$ cat src/rtl/lsu_mem_ctrl.sv
// Load/store controller in front of the word-only data lut_ram.
// Loads read the RAM asynchronously in IDLE and respond one cycle later.
// Sub-word stores use a one-cycle read-merge-write (MERGE) before responding.
// Build option: define LSU_MISALIGN_ERR_EN to make misaligned accesses errors;
// when undefined, low address bits are forced aligned and the access proceeds.
module lsu_mem_ctrl #(
  parameter int unsigned MEM_DEPTH = 1024,
  parameter int unsigned ADDR_W    = $clog2(MEM_DEPTH),
  localparam int unsigned XLEN     = 32
) (
  input  logic              clk,
  input  logic              rst,
  input  logic              req_valid,
  output logic              req_ready,
  input  logic              req_we,
  input  logic [2:0]        req_funct3,
  input  logic [XLEN-1:0]   req_addr,
  input  logic [XLEN-1:0]   req_wdata,
  output logic              rsp_valid,
  input  logic              rsp_ready,
  output logic [XLEN-1:0]   rsp_rdata,
  output logic              rsp_err,
  output logic              ram_wr_en,
  output logic [ADDR_W-1:0] ram_wr_addr,
  output logic [XLEN-1:0]   ram_wr_data,
  output logic [ADDR_W-1:0] ram_rd_addr,
  input  logic [XLEN-1:0]   ram_rd_data
);

`ifdef LSU_MISALIGN_ERR_EN
  localparam bit MisalignErr = 1'b1;
`else
  localparam bit MisalignErr = 1'b0;
`endif

  typedef enum logic [1:0] {StIdle, StMerge, StResp} state_e;

  state_e            state_q, state_d;
  logic [ADDR_W-1:0] waddr_q, waddr_d;
  logic [1:0]        off_q, off_d;
  logic [2:0]        funct3_q, funct3_d;
  logic [XLEN-1:0]   wdata_q, wdata_d;
  logic [XLEN-1:0]   rsp_rdata_q, rsp_rdata_d;
  logic              rsp_err_q, rsp_err_d;

  logic [ADDR_W-1:0] req_waddr;
  logic [1:0]        req_off;
  logic              req_illegal;
  logic              req_misal;
  logic              req_oor;
  logic              req_err;
  logic [XLEN-1:0]   merged;

  assign req_waddr = req_addr[ADDR_W+1:2];
  assign req_oor   = {2'b00, req_addr[XLEN-1:2]} >= XLEN'(MEM_DEPTH);

  // Byte-to-word extraction with sign/zero extension for loads.
  function automatic logic [XLEN-1:0] load_ext(input logic [XLEN-1:0] word,
                                               input logic [1:0]      off,
                                               input logic [2:0]      f3);
    logic [7:0]  b;
    logic [15:0] h;
    b = 8'(word >> {off, 3'b000});
    h = off[1] ? word[31:16] : word[15:0];
    case (f3)
      3'b000:  load_ext = {{24{b[7]}}, b};
      3'b001:  load_ext = {{16{h[15]}}, h};
      3'b100:  load_ext = {24'h0, b};
      3'b101:  load_ext = {16'h0, h};
      default: load_ext = word;
    endcase
  endfunction

  // Decode funct3 legality, alignment, and the effective (forced-aligned) offset.
  always_comb begin
    req_illegal = 1'b0;
    req_misal   = 1'b0;
    req_off     = req_addr[1:0];
    case (req_funct3)
      3'b000: ;
      3'b100: req_illegal = req_we;
      3'b001, 3'b101: begin
        req_illegal = req_we & req_funct3[2];
        req_misal   = req_addr[0];
        req_off     = {req_addr[1], 1'b0};
      end
      3'b010: begin
        req_misal = |req_addr[1:0];
        req_off   = 2'b00;
      end
      default: req_illegal = 1'b1;
    endcase
  end

  assign req_err = req_oor | req_illegal | (MisalignErr & req_misal);

  // Replace the addressed byte/half of the current RAM word with the latched store data.
  always_comb begin
    merged = ram_rd_data;
    case (funct3_q)
      3'b000:  merged[{off_q, 3'b000} +: 8]     = wdata_q[7:0];
      3'b001:  merged[{off_q[1], 4'b0000} +: 16] = wdata_q[15:0];
      default: merged = wdata_q;
    endcase
  end

  // Next-state, latch and response logic.
  always_comb begin
    state_d     = state_q;
    waddr_d     = waddr_q;
    off_d       = off_q;
    funct3_d    = funct3_q;
    wdata_d     = wdata_q;
    rsp_rdata_d = rsp_rdata_q;
    rsp_err_d   = rsp_err_q;
    ram_rd_addr = req_waddr;
    case (state_q)
      StIdle: begin
        if (req_valid) begin
          if (req_err) begin
            rsp_err_d   = 1'b1;
            rsp_rdata_d = '0;
            state_d     = StResp;
          end else if (req_we) begin
            waddr_d  = req_waddr;
            off_d    = req_off;
            funct3_d = req_funct3;
            wdata_d  = req_wdata;
            state_d  = StMerge;
          end else begin
            rsp_err_d   = 1'b0;
            rsp_rdata_d = load_ext(ram_rd_data, req_off, req_funct3);
            state_d     = StResp;
          end
        end
      end
      StMerge: begin
        ram_rd_addr = waddr_q;
        rsp_err_d   = 1'b0;
        rsp_rdata_d = '0;
        state_d     = StResp;
      end
      StResp: begin
        if (rsp_ready) state_d = StIdle;
      end
      default: state_d = StIdle;
    endcase
  end

  // State and latched-request registers; reset drops any pending store.
  always_ff @(posedge clk or posedge rst) begin
    if (rst) begin
      state_q     <= StIdle;
      waddr_q     <= '0;
      off_q       <= '0;
      funct3_q    <= '0;
      wdata_q     <= '0;
      rsp_rdata_q <= '0;
      rsp_err_q   <= 1'b0;
    end else begin
      state_q     <= state_d;
      waddr_q     <= waddr_d;
      off_q       <= off_d;
      funct3_q    <= funct3_d;
      wdata_q     <= wdata_d;
      rsp_rdata_q <= rsp_rdata_d;
      rsp_err_q   <= rsp_err_d;
    end
  end

  assign req_ready   = (state_q == StIdle);
  assign rsp_valid   = (state_q == StResp);
  assign rsp_rdata   = rsp_rdata_q;
  assign rsp_err     = rsp_err_q;
  assign ram_wr_en   = (state_q == StMerge);
  assign ram_wr_addr = waddr_q;
  assign ram_wr_data = merged;

endmodule

$ cat config.mk
export PLATFORM = sky130hd
export DESIGN_NAME = lsu_mem_ctrl
export DESIGN_NICKNAME = d
export VERILOG_FILES = /design/src/rtl/lsu_mem_ctrl.sv
export SDC_FILE = /design/constraint.sdc
export NUM_CORES = 1
export LEC_CHECK = 0
export ABC_AREA = 0
export CAP_MARGIN = 10
export CELL_PAD_IN_SITES_DETAIL_PLACEMENT = 0
export CELL_PAD_IN_SITES_GLOBAL_PLACEMENT = 1
export CORE_UTILIZATION = 25
export DETAILED_ROUTE_END_ITERATION = 6
export PLACE_DENSITY = 0.72
export SYNTH_ARGS = -nofsm -noshare
export SYNTH_HDL_FRONTEND = slang
export SYNTH_SLANG_ARGS = --single-unit
$ cat constraint.sdc
create_clock -name clk -period 2.9 [get_ports clk]
set_input_delay 0.87 -clock clk [delete_from_list [all_inputs] [get_ports clk]]
set_output_delay 0.87 -clock clk [all_outputs]
set_load 0.03 [all_outputs]
==> results of run 1 <==
-- metrics by stage --
step                      std cells  hold WS (ps)
after floorplan                 488           479
after global placement          983           479
after detailed placement        983           478
after CTS                      1007           493
after global routing           1013           511
final                          1013           489
-- metal layers --
layer	vias to the layer above	track usage (%)	share of wire, %
met5	-	0	0
met4	0	7.23	3.0
met3	29	5.31	7.3
met1	2402	22.4	43
met2	200	30.3	47
li1	2326	-	-
-- registers in the layout, summed over array words and instances (netlist names) --
| register | cells |
|---|---|
| off_q | 2 |
| rsp_err | 1 |
| state_q | 2 |
| funct3_q | 3 |
| wdata_q | 32 |
| rsp_rdata | 32 |
| ram_wr_addr | 10 |
-- cells in the final DEF (no fill, tap or decap), types with 13 or more instances in the layout --
cell and instances:
clkdlybuf4s50_1 144, nor2_1 46, nand2_1 21, buf_6 13, buf_12 26, mux2_4 28, dfrtp_1 82, nor2b_1 22
buf_4 89, mux2i_1 16, o2bb2ai_1 17, inv_1 24, mux2_2 27
-- kinds of logic (layout without fill, tap and decap cells) --
logic type,Yosys count,count (layout),share of synthesized area [%]
simple gates,144,144,14.6
flops,82,82,40.2
mux,71,71,17.3
compound gates,126,126,20.1
fa+ha+maj,5,5,1.22
buf+inv,60,320,6.54
-- final cells by class --
| class | count | area [um2] |
|---|---|---|
| timing repair buffer | 278 | 2840 |
| inverter | 27 | 105 |
| fill | 1834 | 11000 |
| clock buffer | 11 | 243 |
| multi-input combinational | 346 | 3060 |
| clock inverter | 4 | 51.3 |
| sequential | 82 | 2050 |
| tap | 265 | 332 |
-- final timing paths --
kind,start,end,slack [ps]
worst max-delay path,ram_rd_data[25],ram_wr_data[25],-210
worst max register to register,state_q[0],wdata_q[21],1130
max in group asynchronous,rst,ram_wr_addr[3],1310
worst min-delay path,rsp_rdata[25],rsp_rdata[25],490
worst min register to register,rsp_rdata[25],rsp_rdata[25],490
min in group asynchronous,rst,rsp_rdata[14],960
-- power by group --
part | internal (mW) | switching, mW | leakage (nW) | total, mW
combinational | 0.291 | 0.264 | 2.48 | 0.555
clock | 0.689 | 0.493 | 0.142 | 1.18
sequential | 1.15 | 0.00371 | 1.13 | 1.15
total | 2.13 | 0.761 | 3.75 | 2.89
-- repair_timing --
item | in CTS | in global routing
setup endpoints to repair | 33 | 41
buffers inserted | 9 | 6
pin swaps | 25 | 20
gates resized for setup | 51 | 38
==> impl_metrics.py, run 1 <==
metrics = {
    "floorplanning": {
        "die_y_um": 145,
        "die-area_mm2": 0.0210,
        "core_area_mm2": 0.0197,
        "rows": 51,
        "pin_count": 192,
        "fp.dieW_um": 145,
        "initial_core_util_pct": 25.9,
    },
    "clock_tree": {
        "clock_path_buffers": 2,
        "cts_max_level": 3,
        "holdBufCountCts": 0,
        "cts_tree": "done",
        "numCtsBuffers": 9,
        "cts_root_buf": "clkbuf_16",
        "cts.clk_slew.worst_paths_ps": 70,
        "cts_sinks": 82,
        "clock_latency_ps": 350,
    },
    "critical_path": {
        "worstRegToRegCells": 4,
        "cp.depth": 5,
        "crit_type": "in -> out",
        "cp.buffers_inverters": 2,
        "crit_required_ps": 2030,
        "cp_max_fo": 3,
        "timing.critical_path.from_type": "primary input",
        "crit_path_end_kind": "output port",
        "slowest_stage": "clkdlybuf4s50_1",
        "critPathTopFamily": "compound AO/OA/AOI/OAI gates",
        "crit_chain": "clkdlybuf4s50_1, a221oi_1, a211oi_1, a21o_1, buf_12",
        "cp_slowest_stage_delay_ps": 540,
        "arrival_ps": 2240,
    },
    "layout": {
        "syn2layout_area_growth_pct": 70.1,
        "nNetsFinal": 853,
        "diodes": 0,
        "post-route-util_pct": 44.1,
        "fin_area_mm2": 0.00869,
        "drive_gt1_share_pct": 37.2,
    },
    "route": {
        "ant_nets": 0,
        "viasPerCell": 4.89,
        "finalWirelength_um": 19100,
        "drc": 0,
        "vias": 4957,
        "dr.pass1.iters": 4,
        "drt_iter0_markers": 249,
        "avgRoutedWirePerCell_um": 18.9,
    },
    "logic_synthesis": {
        "yosys.area.top_type": "dfrtp_1",
        "synth_most_common_cell": "dfrtp_1",
        "avgSynthCellArea_um2": 10.5,
        "syn_area_mm2": 0.00511,
        "ys_seq_elements": 82,
        "synthTopCellsByArea": "dfrtp_1 (40%), mux2_4 (8.2%), mux2_2 (6.0%), nor2_1 (3.5%), a221oi_1 (3.4%)",
        "synthesis.instances": 488,
        "synth_ff_type": "dfrtp_1",
        "synth_edf_count": 0,
        "async_flop_share_pct": 100,
        "yosys.cell_types.count": 52,
        "ys_seq_area_share_pct": 40.2,
        "synth_warnings": 0,
        "syn_nets": 597,
        "synth_common_cells": "dfrtp_1 (82), nor2_1 (47), nand2_1 (30)",
        "synth_top_cell_area_share_pct": 40.2,
    },
    "min_path": {
        "min_path_cells": 1,
        "timing.hold.worst.class": "reg -> reg",
    },
    "power_and_ir_drop": {
        "ir_worst_vdd_mv": 0.275,
        "p_leak_nw": 3.75,
        "finalPower_mw": 2.89,
        "p_per_area_mw_per_mm2": 332,
    },
    "global_route": {
        "overflow": 0,
        "grt_start_max_net_pins": 41,
        "grt_pass1_wl_um": 30000,
        "groute.usage.overall_pct": 18.4,
        "antenna_found_initial": 0,
        "grt_pass1_vias": 5267,
    },
    "placement": {
        "gp_congestion": 0.899,
        "hpwl_um": 14700,
        "numPortBuffers": 191,
        "post-place-ws_ps": -256,
        "place_area_mm2": 0.00791,
    },
    "timing": {
        "setup_viol": 24,
        "slew_headroom_pct": 46.8,
        "hold_violations": 0,
        "setup_ws_ps": -212,
        "fin_tns_setup_ps": -2960,
        "maxSlewViolCount": 0,
        "max_freq_mhz": 321,
        "min_period_ps": 3110,
        "finalClockSkew_ps": 11.0,
        "rsz0062_at_grt": "true",
        "worst_pin_slew_ps": 799,
        "post-route-period-util_pct": 107,
    },
    "status": {
        "violations": "negative setup slack",
        "outcome": "finished, violations left",
    },
    "run": {
        "drv_cap": 0,
    },
}
Power figures use the tool's default switching activity.
==> run 2: changes to the inputs <==
--- a/config.mk
+++ b/config.mk
@@ -12,6 +12,7 @@
 export CORE_UTILIZATION = 25
 export DETAILED_ROUTE_END_ITERATION = 6
 export PLACE_DENSITY = 0.72
+export SLEW_MARGIN = 20
 export SYNTH_ARGS = -nofsm -noshare
 export SYNTH_HDL_FRONTEND = slang
 export SYNTH_SLANG_ARGS = --single-unit
==> results of run 2 <==
The final DEF is identical to that of run 1; final timing and power are the same.
==> run 3: changes to the inputs <==
--- a/config.mk
+++ b/config.mk
@@ -12,6 +12,7 @@
 export CORE_UTILIZATION = 25
 export DETAILED_ROUTE_END_ITERATION = 6
 export PLACE_DENSITY = 0.72
+export SKIP_CTS_REPAIR_TIMING = 1
 export SLEW_MARGIN = 20
 export SYNTH_ARGS = -nofsm -noshare
 export SYNTH_HDL_FRONTEND = slang
==> run 3 against run 2 <==
Against the previous run: the flow still finishes with violations (negative setup slack); clock skew grew 1.2 ps; via count shrank 1.3%; wire length shrank 0.60%; design area is essentially flat; clock power is essentially flat; combinational power grew 0.7%; final cell count shrank 0.69%; die area is the same; largest power group unchanged; highest routed layer unchanged.
==> impl_metrics.py, run 3 (same netlist as run 1, synthesis figures left out) <==
metrics = {
    "critical_path": {
        "critPathMostFrequentCell": "buf_6",
        "timing.critical_path.from_type": "flip-flop",
        "cp_slowest_stage_delay_ps": 410,
        "crit_required_ps": 2030,
        "rrSetupSlack_ps": 1150,
        "startpoint": "off_q[0]",
        "cp_max_fo": 8,
        "crit_path_end_kind": "output port",
        "reg2reg_to": "wdata_q[21]",
        "critPathTopFamily": "buffers and inverters",
        "cp.buffers_inverters": 4,
        "slowest_stage": "dfrtp_1",
        "crit_chain": "inv_2, ha_4, buf_6, nor4bb_2, buf_4, a221o_1, o21ai_2, a21oi_2, buf_6",
        "worstRegToRegCells": 4,
        "worst_r2r_startpoint": "state_q[0]",
        "cp.depth": 9,
        "cp-endpoint": "ram_wr_data[0]",
        "arrival_ps": 2240,
        "crit_type": "reg -> out",
    },
    "placement": {
        "dp_cells": 983,
        "numPortBuffers": 191,
        "hpwl_um": 14700,
        "gp_congestion": 0.899,
        "post-place-ws_ps": -256,
    },
    "min_path": {
        "timing.hold.worst.class": "reg -> reg",
    },
    "layout": {
        "diodes": 0,
        "post-route-util_pct": 44.0,
        "layout_commonest_cell": "clkdlybuf4s50_1",
        "nNetsFinal": 846,
        "n_fill_cell": 1833,
        "stdcell_count": 1006,
        "final_cell_mix": "clkdlybuf4s50_1 (144), buf_4 (84), dfrtp_1 (82), nor2_1 (45), mux2_4 (28)",
        "drive_gt1_share_pct": 36.4,
        "syn2layout_area_growth_pct": 70.0,
    },
    "timing": {
        "post-route-period-util_pct": 107,
        "setup_ws_ps": -207,
        "maxSlewViolCount": 0,
        "finalClockSkew_ps": 12.2,
        "rsz0062_at_grt": "true",
        "min_period_ps": 3110,
        "slew_headroom_pct": 46.9,
        "hold_violations": 0,
        "max_freq_mhz": 322,
        "setup_viol": 26,
        "worst_pin_slew_ps": 796,
    },
    "floorplanning": {
        "pin_count": 192,
        "initial_core_util_pct": 25.9,
        "die-area_mm2": 0.0210,
        "fp.dieW_um": 145,
        "core_area_mm2": 0.0197,
        "die_y_um": 145,
        "rows": 51,
    },
    "global_route": {
        "grt_pass1_vias": 5168,
        "antenna_found_initial": 0,
        "grt_start_max_net_pins": 41,
        "grt_pass1_wl_um": 29400,
        "overflow": 0,
        "groute.usage.overall_pct": 18.1,
    },
    "route": {
        "dr.pass1.iters": 5,
        "ant_nets": 0,
        "drc": 0,
        "viasPerCell": 4.86,
        "drt_iter0_markers": 266,
        "avgRoutedWirePerCell_um": 18.9,
        "finalWirelength_um": 19000,
        "vias": 4891,
    },
    "power_and_ir_drop": {
        "p_leak_nw": 3.74,
        "ir_worst_vdd_mv": 0.276,
        "p_per_area_mw_per_mm2": 333,
    },
    "clock_tree": {
        "cts_root_buf": "clkbuf_16",
        "clock_path_buffers": 2,
        "clock_latency_ps": 350,
        "numCtsBuffers": 9,
        "cts_max_level": 3,
        "cts.clk_slew.worst_paths_ps": 70,
        "cts_sinks": 82,
        "cts_tree": "done",
    },
    "status": {
        "outcome": "finished, violations left",
        "violations": "negative setup slack",
    },
    "run": {
        "drv_cap": 0,
    },
}
-- run 3: cell count changes in the layout (fill, tap and decap cells not counted), moves of 2 or more --
cell	before	now
a221oi_1	10	7
buf_6	13	11
o21ai_2	7	2
buf_4	89	84
o21ai_1	3	8
dlygate4sd2_1	3	0
a221oi_4	0	2
dlymetal6s2s_1	2	5
-- run 3: area by class of cell --
cell class                      count  area [um2]  area share, %
Sequential cell                    82        2050           23.6
Clock inverter                      4        51.3          0.591
Timing Repair Buffer              271        2800           32.2
Tap cell                          265         332           3.82
Inverter                           27         105           1.21
Clock buffer                       11         243           2.80
Multi-Input combinational cell    346        3100           35.7
-- run 3: worst min path at each step --
stage / end / start / slack (ps) / cells past startpoint
after floorplan: funct3_q[2] / funct3_q[2] / 480 / 1
after global placement: rsp_rdata[22] / rsp_rdata[22] / 480 / 1
after detailed placement: rsp_rdata[25] / rsp_rdata[25] / 480 / 1
after CTS: rsp_rdata[25] / rsp_rdata[25] / 490 / 1
after global routing: rsp_rdata[23] / rsp_rdata[23] / 510 / 1
final: rsp_rdata[25] / rsp_rdata[25] / 490 / 1
-- run 3: through the flow --
step | TNS (ps) | total power [mW] | instance area, um2 | hold WS (ps)
2_1_floorplan | -11.9 | 1.39 | 5170 | 479
3_3_place_gp | -2010 | 1.71 | 7910 | 479
3_5_place_dp | -3630 | 1.72 | 7910 | 478
4_1_cts | -11220 | 2.92 | 8210 | 493
5_1_grt | -5640 | 3.02 | 8680 | 511
6_report | -3190 | 2.89 | 8680 | 490
-- run 3: where the power goes --
group	total [mW]	switching (mW)	internal, mW
Clock	1.18	0.493	0.689
Combinational	0.559	0.265	0.295
Sequential	1.15	0.00358	1.15
Total	2.89	0.761	2.13
-- run 3: routing by layer --
layer / global-route usage (%) / part of all wire [%] / wire (um)
met1: 22.2 / 43 / 8180
met5: 0 / 0 / 0
met3: 5.35 / 7.3 / 1380
met2: 29.7 / 48 / 9080
met4: 6.60 / 1.8 / 342
